===== src/rtl/sort_host_if.sv =====
// Stream and sorter-port bundle for sort_host: producer/consumer streams plus
// the wr/addr/data/start/ready port of the byte sorter.
interface sort_host_if #(
  parameter int W  = 8,
  parameter int AW = 3
);
  logic          in_valid;
  logic          in_ready;
  logic [W-1:0]  in_data;
  logic          out_valid;
  logic          out_ready;
  logic [W-1:0]  out_data;
  logic          srt_start;
  logic          srt_wr;
  logic [AW-1:0] srt_addr;
  logic [W-1:0]  srt_data_in;
  logic          srt_ready;
  logic [W-1:0]  srt_data_out;

  modport master (
    input  in_valid, in_data, out_ready, srt_ready, srt_data_out,
    output in_ready, out_valid, out_data, srt_start, srt_wr, srt_addr, srt_data_in
  );

  modport slave (
    output in_valid, in_data, out_ready, srt_ready, srt_data_out,
    input  in_ready, out_valid, out_data, srt_start, srt_wr, srt_addr, srt_data_in
  );
endinterface


===== src/rtl/sort_host.sv =====
// Initiator for the N-entry byte sorter: loads a batch from the input stream,
// starts the sort, waits for completion and streams the sorted bytes out.
module sort_host #(
  parameter int N      = 8,
  parameter int W      = 8,
  parameter int AW     = 3,
  parameter int RD_LAT = 2
) (
  input  logic       clk,
  input  logic       nrst,
  sort_host_if.master bus,
  output logic       busy,
  output logic       done
);
  localparam int CW = AW + 1;
  localparam int DW = (RD_LAT > 1) ? $clog2(RD_LAT) : 1;
  localparam logic [CW-1:0] LAST     = CW'(N - 1);
  localparam logic [DW-1:0] DLY_LAST = DW'(RD_LAT - 1);

  localparam logic [2:0] S_LOAD      = 3'd0;
  localparam logic [2:0] S_START     = 3'd1;
  localparam logic [2:0] S_WAIT_BUSY = 3'd2;
  localparam logic [2:0] S_WAIT_DONE = 3'd3;
  localparam logic [2:0] S_READ      = 3'd4;
  localparam logic [2:0] S_OUT       = 3'd5;

  logic [2:0]    state_q, state_d;
  logic [CW-1:0] cnt_q, cnt_d;
  logic [CW-1:0] idx_q, idx_d;
  logic [DW-1:0] dly_q, dly_d;
  logic [W-1:0]  out_data_q, out_data_d;

  logic load_rdy, in_xfer, out_xfer;

  // Reset is folded into the ready term so the write port is quiet while nrst is low.
  assign load_rdy = (state_q == S_LOAD) && bus.srt_ready && nrst;
  assign in_xfer  = load_rdy && bus.in_valid;
  assign out_xfer = (state_q == S_OUT) && bus.out_ready;

  // NOTE: every _d gets its default first, so no path through the case can infer a latch.
  always_comb begin
    state_d    = state_q;
    cnt_d      = cnt_q;
    idx_d      = idx_q;
    dly_d      = dly_q;
    out_data_d = out_data_q;
    case (state_q)
      S_LOAD: begin
        if (in_xfer) begin
          if (cnt_q == LAST) begin
            cnt_d   = '0;
            state_d = S_START;
          end else begin
            cnt_d = cnt_q + CW'(1);
          end
        end
      end
      S_START:     state_d = S_WAIT_BUSY;
      S_WAIT_BUSY: if (!bus.srt_ready) state_d = S_WAIT_DONE;
      S_WAIT_DONE: begin
        if (bus.srt_ready) begin
          idx_d   = '0;
          dly_d   = '0;
          state_d = S_READ;
        end
      end
      S_READ: begin
        if (dly_q == DLY_LAST) begin
          out_data_d = bus.srt_data_out;
          dly_d      = '0;
          state_d    = S_OUT;
        end else begin
          dly_d = dly_q + DW'(1);
        end
      end
      S_OUT: begin
        if (bus.out_ready) begin
          if (idx_q == LAST) begin
            cnt_d   = '0;
            state_d = S_LOAD;
          end else begin
            idx_d   = idx_q + CW'(1);
            state_d = S_READ;
          end
        end
      end
      default: state_d = S_LOAD;
    endcase
  end

  // NOTE: state is updated only with non-blocking assignments so all flops sample together.
  always_ff @(posedge clk or negedge nrst) begin
    if (!nrst) begin
      state_q    <= S_LOAD;
      cnt_q      <= '0;
      idx_q      <= '0;
      dly_q      <= '0;
      out_data_q <= '0;
    end else begin
      state_q    <= state_d;
      cnt_q      <= cnt_d;
      idx_q      <= idx_d;
      dly_q      <= dly_d;
      out_data_q <= out_data_d;
    end
  end

  // The read address is held through OUT so a stalled consumer sees no address churn.
  always_comb begin
    bus.srt_addr = '0;
    case (state_q)
      S_LOAD:        bus.srt_addr = cnt_q[AW-1:0];
      S_READ, S_OUT: bus.srt_addr = idx_q[AW-1:0];
      default:       bus.srt_addr = '0;
    endcase
  end

  assign bus.in_ready    = load_rdy;
  assign bus.srt_wr      = in_xfer;
  assign bus.srt_data_in = in_xfer ? bus.in_data : '0;
  assign bus.srt_start   = (state_q == S_START);
  assign bus.out_valid   = (state_q == S_OUT);
  assign bus.out_data    = out_data_q;
  assign busy            = !((state_q == S_LOAD) && (cnt_q == '0));
  assign done            = out_xfer && (idx_q == LAST);
endmodule


===== src/flat_wrapper.sv =====
// flat-port wrapper written by rule: the top's interface ports become plain ports
module sort_host_flat 
#(
  parameter int N      = 8,
  parameter int W      = 8,
  parameter int AW     = 3,
  parameter int RD_LAT = 2
)
  (clk, nrst, busy, done, bus_in_valid, bus_in_data, bus_out_ready, bus_srt_ready, bus_srt_data_out, bus_in_ready, bus_out_valid, bus_out_data, bus_srt_start, bus_srt_wr, bus_srt_addr, bus_srt_data_in);
  sort_host_if #(.W(W), .AW(AW)) bus_i ();
  input  logic clk;
  input  logic nrst;
  output logic busy;
  output logic done;
  input wire logic [$bits(bus_i.in_valid)-1:0] bus_in_valid;
  input wire logic [$bits(bus_i.in_data)-1:0] bus_in_data;
  input wire logic [$bits(bus_i.out_ready)-1:0] bus_out_ready;
  input wire logic [$bits(bus_i.srt_ready)-1:0] bus_srt_ready;
  input wire logic [$bits(bus_i.srt_data_out)-1:0] bus_srt_data_out;
  output wire logic [$bits(bus_i.in_ready)-1:0] bus_in_ready;
  output wire logic [$bits(bus_i.out_valid)-1:0] bus_out_valid;
  output wire logic [$bits(bus_i.out_data)-1:0] bus_out_data;
  output wire logic [$bits(bus_i.srt_start)-1:0] bus_srt_start;
  output wire logic [$bits(bus_i.srt_wr)-1:0] bus_srt_wr;
  output wire logic [$bits(bus_i.srt_addr)-1:0] bus_srt_addr;
  output wire logic [$bits(bus_i.srt_data_in)-1:0] bus_srt_data_in;
  assign bus_i.in_valid = bus_in_valid;
  assign bus_i.in_data = bus_in_data;
  assign bus_i.out_ready = bus_out_ready;
  assign bus_i.srt_ready = bus_srt_ready;
  assign bus_i.srt_data_out = bus_srt_data_out;
  assign bus_in_ready = bus_i.in_ready;
  assign bus_out_valid = bus_i.out_valid;
  assign bus_out_data = bus_i.out_data;
  assign bus_srt_start = bus_i.srt_start;
  assign bus_srt_wr = bus_i.srt_wr;
  assign bus_srt_addr = bus_i.srt_addr;
  assign bus_srt_data_in = bus_i.srt_data_in;
  sort_host #(.N(N), .W(W), .AW(AW), .RD_LAT(RD_LAT)) u_core (.clk(clk), .nrst(nrst), .bus(bus_i), .busy(busy), .done(done));
endmodule

===== config.mk =====
export PLATFORM = sky130hd
export DESIGN_NAME = sort_host_flat
export DESIGN_NICKNAME = d
export VERILOG_FILES = /design/src/rtl/sort_host_if.sv /design/src/rtl/sort_host.sv /design/src/flat_wrapper.sv
export SDC_FILE = /design/constraint.sdc
export NUM_CORES = 1
export LEC_CHECK = 0
export ABC_AREA = 1
export BUFFER_PORTS_ARGS = -buffer_cell sky130_fd_sc_hd__clkbuf_2
export CAP_MARGIN = 20
export CORE_MARGIN = 2
export CORE_UTILIZATION = 25
export CTS_CLUSTER_DIAMETER = 60
export DETAILED_ROUTE_END_ITERATION = 6
export HOLD_SLACK_MARGIN = 0.12
export PLACE_DENSITY = 0.42
export SYNTH_ARGS = -nofsm -noshare
export SYNTH_HDL_FRONTEND = slang
export SYNTH_SLANG_ARGS = --single-unit

===== constraint.sdc =====
create_clock -name clk -period 1.5 [get_ports clk]
set_input_delay 0.15 -clock clk [delete_from_list [all_inputs] [get_ports clk]]
set_output_delay 0.15 -clock clk [all_outputs]
set_load 0.03 [all_outputs]

# Word-level counts from Yosys, hierarchy flattened
# Index checks and enable logic that the tools add are counted.
# op_classes
n_mux	22
eq_ne	15
n_reduce_logical	18
n_addsub	3
# op_table
op	count
two-way mux 4 bit	7
two-way mux 3 bit	7
one-hot mux 3 bit (6 select lines)	1
one-hot mux 4 bit (2 select lines)	2
!= test 2 bit, second input constant	5
adder 4 x 1 -> 4 bit, second input constant	2
== test 4 x 3 -> 1 bit, second input constant	2
two-way mux 8 bit	1
AND reduction 4 bit	2
== test 3 x 2 -> 1 bit, second input constant	2
== test 3 bit, second input constant	2
logical AND 1 bit	6
!= test 2 x 1 -> 1 bit, second input constant	3
one-hot mux 3 bit (2 select lines)	1
AND reduction 6 bit	1
nonzero test 2 bit	3
logical NOT 4 bit	1
AND reduction 2 bit	2
== test 3 x 1 -> 1 bit, second input constant	1
logical NOT 3 bit	1
two-way mux 1 bit	2
one-hot mux 1 bit (2 select lines)	1
OR reduction 2 bit	1
adder 1 bit, second input constant	1
logical NOT 1 bit	1
# totals
word_cells	63
out_inout_bits	25
inputBits	21
reg_bits	20

# Depth between registers and ports, before layout
# Gate-level depths: netlist of the first run.
# logic_depth
ltp_word	6
depth_mapped	9

# Least setup slack after synthesis of the first run
# OpenSTA, ideal clock, no wires.
# synth_path
kind	register -> output
from	register u_core.state_q[1]
to	output bus_srt_data_in[0]
slack_ns	-0.319
path_stages_with_launch	7
required_time_ns	1.350
path_buffers	1
arrival_time_ns	1.669
path_cell_list	dfrtp_1 -> buf_6 -> nor2_8 -> nand2_4 -> nor2_2 -> nand2_2 -> nor2_1
# synth_between
elab_chain_cells	5
# synth_lines
element	line	source
from (decl)	sort_host.sv:27	logic [2:0] state_q, state_d;
from (signal assigned)	sort_host.sv:100	state_q <= state_d;
logical NOT 3 bit	sort_host.sv:36	assign load_rdy = (state_q == S_LOAD) && bus.srt_ready && nrst;
logical AND 1 bit (2 in a row)	sort_host.sv:36	
net bus_in_ready	flat_wrapper.sv:20	output wire logic [$bits(bus_i.in_ready)-1:0] bus_in_ready;
logical AND 1 bit	sort_host.sv:37	assign in_xfer = load_rdy && bus.in_valid;
two-way mux 8 bit	sort_host.sv:120	assign bus.srt_data_in = in_xfer ? bus.in_data : '0;
to (decl)	flat_wrapper.sv:26	output wire logic [$bits(bus_i.srt_data_in)-1:0] bus_srt_data_in;
# The timed path passes the listed nets, and every way through them passes these cells.

# Worst setup path in the final report of the first run
# layout_path
from	register u_core.state_q[0]
to	output bus_srt_data_in[5]
# layout_between
elab_chain_cells	5
# layout_lines
element	line
logical NOT 3 bit	sort_host.sv:36
logical AND 1 bit (2 in a row)	sort_host.sv:36
logical AND 1 bit	sort_host.sv:37
two-way mux 8 bit	sort_host.sv:120
# No other way between the ends.

==> results of run 1 <==
layer usage:
metal,vias to the layer above,GRT usage
met4,0,0.0203
met5,-,0
met2,50,0.216
met1,628,0.159
li1,719,-
met3,4,0.0360
worst register-to-register path: cells and delay by family (launching register included):
| kind | cells | cell delay, ps |
|---|---|---|
| buffers and inverters | 2 | 240 |
| DFF | 1 | 450 |
| muxes | 1 | 340 |
| and+or+nand+nor | 2 | 290 |
synthesized netlist by cell type:
cell       n  area [µm²]
nor2_8     2        40.0
nand3_1   11        55.1
nand2_4    2        22.5
nor3_1     1        5.00
nand2_2    4        25.0
nor2_4     2        22.5
nand3b_1   3        22.5
o21ai_0    7        35.0
nand4_1    4        25.0
nand2_1   42         158
nor3_4     1        16.3
inv_6      2        17.5
inv_1     23        86.3
mux2_4     8         120
nand3_4    2        35.0
o21ai_2    1        8.76
ha_1       3        37.5
nor2_1    23        86.3
buf_6      3        33.8
a21oi_1    3        15.0
xor2_1     2        17.5
or2_2      1        6.26
o21ai_4    1        16.3
nand3_2    3        30.0
inv_4      1        6.26
nor2_2     3        18.8
dfrtp_1   20         500
cell families after synthesis:
kind of cell | share of synthesized area
adders and majority gates | 0.0257
and+or+nand+nor | 0.388
DFF | 0.342
buffers and inverters | 0.0984
xor gates and xnor gates | 0.0120
AOI/OAI and AO/OA | 0.0513
muxes | 0.0821
timing repair:
item / CTS / global route
endpoints found under the hold margin: 24 / 4
hold buffers: 5 / 4
endpoints found under the setup margin: 15 / 23
setup buffers: 6 / 2
pin swaps: 5 / 5
resized for setup: 35 / 22
gates cloned: 1 / 0
registers in the layout, summed over array words and instances (netlist names):
| name | cells |
|---|---|
| u_core.bus.out_data | 8 |
| u_core.cnt_q | 4 |
| u_core.idx_q | 4 |
| u_core.state_q | 3 |
| u_core.dly_q | 1 |
worst paths after layout:
kind / slack [ps] / cells after the start / end
setup / recovery: -130 / 6 / bus_srt_data_in[5]
hold / removal: 310 / 4 / u_core.state_q[0]$_DFFE_PN0P_
setup reg to reg: 60 / 5 / u_core.bus.out_data[0]$_DFFE_PN0P_
hold reg to reg: 510 / 1 / u_core.bus.out_data[4]$_DFFE_PN0P_
max in group asynchronous: 810 / 3 / u_core.state_q[0]$_DFFE_PN0P_
min in group asynchronous: 460 / 3 / u_core.idx_q[0]$_DFFE_PN0P_
cell type report:
cell class                      instances  area, µm²
Fill cell                             543       3240
Multi-Input combinational cell        130        943
Timing Repair Buffer                   75        608
Sequential cell                        20        503
Inverter                               26        114
Tap cell                               72       90.1
Clock buffer                            3       41.3
Clock inverter                          1       30.0
power breakdown:
group / leakage [nW] / total [mW] / switching [mW] / internal, mW
combinational: 0.879 / 0.883 / 0.495 / 0.388
sequential: 0.247 / 0.652 / 0.0473 / 0.605
clock: 0.0357 / 0.547 / 0.191 / 0.356
total: 1.16 / 2.08 / 0.734 / 1.35
per-stage QoR:
step	TNS (ps)	utilization
floorplan	-523	-
global route	-2570	0.418
CTS	-1480	0.401
global placement	0	0.347
finish	-1090	0.418
detailed placement	0	0.347
==> impl_results.md, run 1 <==
* Io pins at 46
* Post-route ant nets at 0
* First-pass GRT wire length at 6.35 mm
* H-tree level count at 1
* Worst Path Max Fanout at 4
* Synthesis-to-finish area growth at 59.3%
* Hold path start: bus_srt_ready
* Crit. Startpoint: u_core.state_q[0]$_DFFE_PN0P_
* CTS tree: built
* Post-route clock period utilization at 1.09
* Total Wirelength at 3.86 mm
* Fin. max-slew vios at 0
* Syn avg cell area at 8.22 µm²
* FP Rows at 27
* Vias/cell at 4.28
* Worst skew pair latency at 260 ps
* HPWL after detailed placement at 2.80 mm
* Run status: complete, but fails checks
* Final nets at 280
* Crit path DAT at 1480 ps
* Number of global-route vias before repair at 1346
* Max Root-Sink Buffers at 2
* DR vias at 1401
* Post-route insts no fill at 327
* DR pass1 iterations at 4
* Port bufs at 45
* Yosys reg bits at 20
* Hold Slack at 306 ps
* Failing checks: negative setup slack
* Cells after synthesis at 178
* WS Path Type: flip-flop to primary output
* Distinct cell type count after synthesis at 27
* Die Ht at 80.5 µm
* CP Cell Sequence: nor2_8, nand2_4, nor2_4, nand2_4, nor2_4, buf_8
* Root Driver: clkbuf_8
* Startpoint type of the worst setup path: flip-flop
* Metal1 wirelength at 1.75 mm
* Die width at 80.5 µm
* Met3 wire len at 232 µm
* Area post-placement at 1930 µm²
* Worst slew pin tran at 335 ps
* Max stage delay on crit path at 450 ps
* Power per cell area at 894 nW/µm²
* Antenna diode count at 0
* Synthesized cell area at 1460 µm²
* Worst rel slew slack at 0.776
* Post-route setup slack at -132 ps
* Min-Delay Path Class: primary input to flip-flop
* GRT Util Overall at 0.126
* Static leakage at 1.16 nW
* R2r startpoint: u_core.state_q[0]$_DFFE_PN0P_
* Worst slack at placement at 59.1 ps
* Num CTS Buffers at 3
* Most frequent cells in the layout: 42 x nand2_1, 28 x clkbuf_2, 22 x inv_1, 22 x buf_4, 18 x dfrtp_1
* Routability cong. at 0.704
* CORE AREA at 5570 µm²
* Layout cell share with drive strength beyond 1 at 0.467
* Inst Count DP at 306
* Max rail drop VDD at 0.000572 V
* Syn_nets at 202
* Worst-path clk slew at 80 ps
* Final hold violations at 0
* Worst Setup End Kind: primary output
* Unrepaired setup endpoints after global routing: true
* Synthesis Warnings at 0
* Top sig layer: met4
* Most common cell after layout, fill and taps aside: nand2_1
* Max Cap Viol at 0
* Slowest cell on the critical path: dfrtp_2
* Final instance area at 2330 µm²
* Total power at 2.08 mW
* F_max at 613 MHz
* CP delay by family, top: simple AND/OR/NAND/NOR gates
* Crit path buf inv count at 1
* Setup Viol. Count Final at 15
* DRC marker count from the first detailed-route iteration at 40
* DR DRC count at 0
* Metal2 WL at 1.86 mm
* Largest net degree at the start of global routing at 21
* Critical Path RT at 1350 ps
* Seq/Total Area, Yosys at 0.342
* Overall die area at 6480 µm²
* Setup Skew at 7.18 ps
* Avg WL per Cell at 11.8 µm
* Clock Sinks at 20
* Aggregate global routing overflow at 0
* Initial antenna violation count at 0
* Initial Util at 0.262
* Crit path time final at 1630 ps
(Power assumes the default switching activity.)
==> run 2, diff against run 1 <==
- CELL_PAD_IN_SITES_DETAIL_PLACEMENT: not set -> 1
- CELL_PAD_IN_SITES_GLOBAL_PLACEMENT: not set -> 1
- PLACE_DENSITY: 0.42 -> 0.55
- SKIP_CTS_REPAIR_TIMING: not set -> 1
==> run 2 against run 1 <==
Combinational power grew 3.6%. Cell count rose by 1.2%. Via count rose by 3.4%. Cell area grew 0.64%. Sequential power about the same. Global-route usage grew 0.69 points. First-iteration DRC count is 23% lower. Power rose by 2.3%. Non-clock buffer count grew 4. The run still ends with negative setup slack left. Clock-buffer cell count stayed put. Maximum frequency fell by 0.87%. Die area unchanged.
==> impl_results.md, run 2 (synthesis gave the netlist of run 1 again) <==
* Worst min-delay path endpoint: u_core.state_q[0]$_DFFE_PN0P_
* Total power at 2.13 mW (+2.3%)
* Crit path DAT at 1500 ps (+20 ps)
* Sequential power share at 0.307 (-0.006)
* GRT Util Overall at 0.133 (+0.00691)
* Flip-flop count of the largest register after layout at 8 (unchanged)
* Static leakage at 1.17 nW (+1.0%)
* Clock Sinks at 20 (unchanged)
* Synthesis-to-finish area growth at 60.3%
* Clock power frac at 0.263 (about the same)
* Worst rel slew slack at 0.775 (-0.00177)
* Fin. max-slew vios at 0 (unchanged)
* Post-route setup slack at -146 ps (-14.4 ps)
* Layout cell share with drive strength beyond 1 at 0.490 (+0.0237)
* HPWL after detailed placement at 3.27 mm (+17%)
* Max rail drop VDD at 0.000799 V (+40%)
* Number of global-route vias before repair at 1379 (+2.5%)
* Area taken by multi-input logic gates at 955 µm² (+1.2%)
* DRC marker count from the first detailed-route iteration at 31 (-23%)
* Pint at 1.36 mW (+0.85%)
* Max Cap Viol at 0 (unchanged)
* Core Util, Final at 0.421 (+0.00269)
* Switch share at 0.362 (+0.00946)
* Startpoint type of the worst setup path: flip-flop
* FF+latch area at 503 µm² (unchanged)
* Max Root-Sink Buffers at 2 (unchanged)
* F_max at 607 MHz (-0.87%)
* Max stage delay on crit path at 450 ps (about the same)
* Worst slack at placement at 50.8 ps (-8.26 ps)
* CTS tree: built
* Routability cong. at 0.767 (+8.9%)
* Initial antenna violation count at 0 (unchanged)
* Largest net degree at the start of global routing at 21 (unchanged)
* Critical Path RT at 1350 ps (about the same)
* Unrepaired setup endpoints after global routing: true
* Failing checks: negative setup slack
* H-tree level count at 1 (unchanged)
* Setup Skew at 6.52 ps (-0.658 ps)
* Hold path start: bus_srt_ready
* Reg2Reg Setup Slack at 60 ps (about the same)
* Setup Viol. Count Final at 15 (unchanged)
* Worst-path clk slew at 90 ps (about the same)
* Die width at 80.5 µm (unchanged)
* Crit Reg-Reg Endpoint: u_core.cnt_q[0]$_DFFE_PN0P_
* Port bufs at 45 (unchanged)
* Power per cell area at 909 nW/µm² (+1.7%)
* Run status: complete, but fails checks
* Min-Delay Path Class: primary input to flip-flop
* Worst skew pair latency at 270 ps (about the same)
* Worst Path Max Fanout at 4 (unchanged)
* Hold depth at 4 (unchanged)
* Post-route clock period utilization at 1.10 (+0.00959)
* Initial Util at 0.262 (unchanged)
* DR DRC count at 0 (unchanged)
* Total Wirelength at 4.33 mm (+12%)
* Psw at 0.771 mW (+5.1%)
* Filler instances at 696 (+28%)
* Root Driver: clkbuf_8
* Vias/cell at 4.38 (+2.2%)
* FP Rows at 27 (unchanged)
* DR pass1 iterations at 4 (unchanged)
* Most frequent cells in the layout: 41 x nand2_1, 29 x clkbuf_2, 25 x buf_4
* Worst Reg-to-Reg Cells at 7 (+2)
* Io pins at 46 (unchanged)
* Most common cell after layout, fill and taps aside: nand2_1
* CP Cell Sequence: nor2_8, nand2_4, nor2_4, nand2_4, nor2_4, buf_6
* Antenna diode count at 0 (unchanged)
* Post-route ant nets at 0 (unchanged)
* CORE AREA at 5570 µm² (unchanged)
* Final hold violations at 0 (unchanged)
* Worst Setup End Kind: primary output
* Final nets at 284 (+1.4%)
* Num CTS Buffers at 3 (unchanged)
* Crit path time final at 1650 ps (+14.4 ps)
* Slowest cell on the critical path: dfrtp_2
* Die Ht at 80.5 µm (unchanged)
* WS Path Type: flip-flop to primary output
* Aggregate global routing overflow at 0 (unchanged)
* Setup TNS at -1550 ps (-455 ps)
* Overall die area at 6480 µm² (unchanged)
* Avg WL per Cell at 13.1 µm (+11%)
* Combinational share of power at 0.429 (+0.005)
* DR vias at 1449 (+3.4%)
* R2r startpoint: u_core.state_q[1]$_DFFE_PN0P_
* First-pass GRT wire length at 6.60 mm (+3.9%)
* Worst slew pin tran at 338 ps (+2.65 ps)
-- run 2: power by group through the flow --
stage | clock network (mW) | logic [mW] | registers, mW
2_1_floorplan | 0 | 0.469 | 0.701
3_3_place_gp | 0 | 0.815 | 0.659
3_5_place_dp | 0 | 0.814 | 0.659
4_1_cts | 0.586 | 0.819 | 0.648
5_1_grt | 0.612 | 1.01 | 0.665
6_report | 0.562 | 0.915 | 0.655
-- run 2: how the worst max path moves through the flow --
stage,startpoint,to,depth (start not counted)
floorplan,u_core.state_q[0]$_DFFE_PN0P_,bus_srt_addr[0],4
global placement,u_core.cnt_q[0]$_DFFE_PN0P_,u_core.state_q[1]$_DFFE_PN0P_,9
detailed placement,u_core.state_q[1]$_DFFE_PN0P_,u_core.cnt_q[2]$_DFFE_PN0P_,7
CTS,u_core.state_q[1]$_DFFE_PN0P_,bus_srt_data_in[1],6
global route,u_core.state_q[0]$_DFFE_PN0P_,bus_srt_data_in[6],6
finish,u_core.state_q[0]$_DFFE_PN0P_,bus_srt_data_in[6],6
-- run 2: per-stage QoR --
| stage | hold slack, ps | area (µm²) | cells |
|---|---|---|---|
| global placement | 226 | 1970 | 309 |
| finish | 331 | 2340 | 331 |
| CTS | -66.8 | 2040 | 313 |
| floorplan | -146 | 1550 | 178 |
| global route | 356 | 2340 | 331 |
| detailed placement | 230 | 1970 | 309 |
-- run 2: worst max-delay path: cells and delay by family, from the launching register on --
family | cells | cell delay (ps)
buffers and inverters | 1 | 130
flip-flops | 1 | 450
AND/OR/NAND/NOR | 5 | 640
-- run 2: area by class of cell --
class / count / share of cell area
clock buffers: 3 / 0.0176
clock inverters: 1 / 0.0128
inverters: 26 / 0.0486
multi-input cells: 130 / 0.407
flip-flops and latches: 20 / 0.215
well taps: 72 / 0.0384
repair buffers: 79 / 0.261
-- run 2: metal layers --
metal,track usage,up-vias,wire [µm]
li1,-,727,-
met1,0.173,675,2000
met2,0.218,43,2070
met3,0.0337,4,219
met4,0.0356,0,40
met5,0,-,0
==> run 3, diff against run 2 <==
- CTS_BUF_LIST: not set -> sky130_fd_sc_hd__clkbuf_8
- PLACE_DENSITY: 0.55 -> 0.59
==> run 3 against run 2 <==
The flow still finishes with violations (negative setup slack). Cell count fell by 3.0%. Worst setup slack improved by 21 ps. Combinational power barely moved. Clock-buffer cell count did not move. Critical path depth did not move. Via count fell by 1.7%. First-iteration DRC count rose by 23%. Cell area fell by 3.5%. Power rose by 0.91%. Flip-flop and latch count did not move. Largest power group unchanged.
==> impl_results.md, run 3 (synthesis gave the netlist of run 1 again) <==
* Most common cell after layout, fill and taps aside: nand2_1
* Die Ht at 80.5 µm (unchanged)
* CTS tree: built
* Avg WL per Cell at 13.3 µm (+1.3%)
* Port bufs at 45 (unchanged)
* FF+latch area at 503 µm² (unchanged)
* Layout cell share with drive strength beyond 1 at 0.474 (-0.0165)
* Fin. max-slew vios at 0 (unchanged)
* Largest net degree at the start of global routing at 21 (unchanged)
* Clock Sinks at 20 (unchanged)
* Setup TNS at -1330 ps (+220 ps)
* Post-route clock period utilization at 1.08 (-0.0140)
* F_max at 615 MHz (+1.3%)
* Setup Viol. Count Final at 16 (+1)
* Failing checks: negative setup slack
* CORE AREA at 5570 µm² (unchanged)
* Crit. Startpoint: u_core.state_q[0]$_DFFE_PN0P_
* Filler instances at 671 (-3.6%)
* Min-Delay Path Class: primary input to flip-flop
* Final nets at 274 (-3.5%)
* Max rail drop VDD at 0.000574 V (-28%)
* Vias/cell at 4.44 (+1.4%)
* Worst Setup End Kind: primary output
* R2r startpoint: u_core.state_q[2]$_DFFE_PN0P_
* Flip-flop count of the largest register after layout at 8 (unchanged)
* DR pass1 iterations at 4 (unchanged)
* HPWL after detailed placement at 3.33 mm (+2.0%)
* Die width at 80.5 µm (unchanged)
* Setup Skew at 1.77 ps (-4.75 ps)
* Critical Path Sink: bus_srt_data_in[2]
* Crit Reg-Reg Endpoint: u_core.idx_q[2]$_DFFE_PN0P_
* WS Path Type: flip-flop to primary output
* First-pass GRT wire length at 6.94 mm (+5.1%)
* DR DRC count at 0 (unchanged)
* GRT Util Overall at 0.139 (+0.00618)
* Max Cap Viol at 0 (unchanged)
* Routability cong. at 0.822 (+7.1%)
* Post-route setup slack at -125 ps (+21.0 ps)
* Post-route ant nets at 0 (unchanged)
* Hold Slack at 120 ps (-212 ps)
* Worst-path clk slew at 80 ps (about the same)
* Crit path DAT at 1480 ps (-20 ps)
* Worst skew pair latency at 270 ps (about the same)
* Worst Path Max Fanout at 4 (unchanged)
* Crit path time final at 1630 ps (-21.0 ps)
* Startpoint type of the worst setup path: flip-flop
* Initial Util at 0.262 (unchanged)
* Number of global-route vias before repair at 1450 (+5.1%)
* Root Driver: clkbuf_8
* Initial antenna violation count at 0 (unchanged)
* Static leakage at 1.13 nW (-3.7%)
* Overall die area at 6480 µm² (unchanged)
* Critical Path RT at 1350 ps (about the same)
* Antenna diode count at 0 (unchanged)
* Io pins at 46 (unchanged)
* Total Wirelength at 4.25 mm (-1.8%)
* FP Rows at 27 (unchanged)
* Run status: complete, but fails checks
* Worst slew pin tran at 364 ps (+26.0 ps)
* DR vias at 1425 (-1.7%)
* Synthesis-to-finish area growth at 54.7%
* Worst rel slew slack at 0.757 (-0.0174)
* Final hold violations at 0 (unchanged)
* Power per cell area at 951 nW/µm² (+4.6%)
* Max Root-Sink Buffers at 2 (unchanged)
* Aggregate global routing overflow at 0 (unchanged)
* Unrepaired setup endpoints after global routing: true
* H-tree level count at 1 (unchanged)
* Most frequent cells in the layout: 41 x nand2_1, 29 x clkbuf_2, 21 x inv_1
* DRC marker count from the first detailed-route iteration at 38 (+23%)
* Num CTS Buffers at 3 (unchanged)
* Worst Reg-to-Reg Cells at 7 (unchanged)
* Reg2Reg Setup Slack at 70 ps (about the same)
* Area taken by multi-input logic gates at 950 µm² (-0.52%)
[run 3: worst min-delay path by stage]
| stage | to | depth (start not counted) | from |
|---|---|---|---|
| floorplan | u_core.bus.out_data[0]$_DFFE_PN0P_ | 0 | nrst |
| global placement | u_core.bus.out_data[6]$_DFFE_PN0P_ | 2 | nrst |
| detailed placement | u_core.state_q[1]$_DFFE_PN0P_ | 2 | nrst |
| CTS | u_core.state_q[1]$_DFFE_PN0P_ | 2 | nrst |
| global route | u_core.bus.out_data[2]$_DFFE_PN0P_ | 2 | bus_srt_data_out[2] |
| finish | u_core.bus.out_data[2]$_DFFE_PN0P_ | 2 | bus_srt_data_out[2] |
[run 3: routing by layer]
layer	share of wire	GRT usage	wire, µm	vias to the layer above
li1	-	-	-	705
met3	0.054	0.0169	231	5
met4	0.014	0.0458	61	0
met2	0.48	0.243	2060	40
met5	0	0	0	-
met1	0.45	0.176	1900	675
[run 3: critical path, stage by stage, from the launching register on]
cell	delay, ps
dfrtp_2	450
nor2_8	130
nand2_4	70
nor2_4	190
nand2_4	130
nor2_4	100
buf_6	130
[run 3: area by class of cell]
class,instances,share of cell area
Clock buffer,3,0.0183
Inverter,26,0.0514
Multi-Input combinational cell,130,0.420
Sequential cell,20,0.222
Tap cell,72,0.0398
Clock inverter,1,0.0133
Timing Repair Buffer,69,0.235
[run 3: stage by stage]
| step | power [mW] | setup WS [ps] | utilization | instances | cell area, µm² |
|---|---|---|---|---|---|
| 3_5_place_dp | 1.45 | 39.0 | 0.346 | 304 | 1930 |
| 6_report | 2.15 | -125 | 0.406 | 321 | 2260 |
| 3_3_place_gp | 1.45 | 74.8 | 0.346 | 304 | 1930 |
| 2_1_floorplan | 1.17 | -79.3 | - | 178 | 1550 |
| 5_1_grt | 2.28 | -189 | 0.406 | 321 | 2260 |
| 4_1_cts | 2.01 | -252 | 0.359 | 308 | 2000 |
[run 3: where the power goes]
| group | leakage, nW | switching [mW] | internal [mW] |
|---|---|---|---|
| logic | 0.847 | 0.520 | 0.392 |
| registers | 0.247 | 0.0657 | 0.605 |
| clock network | 0.0357 | 0.211 | 0.357 |
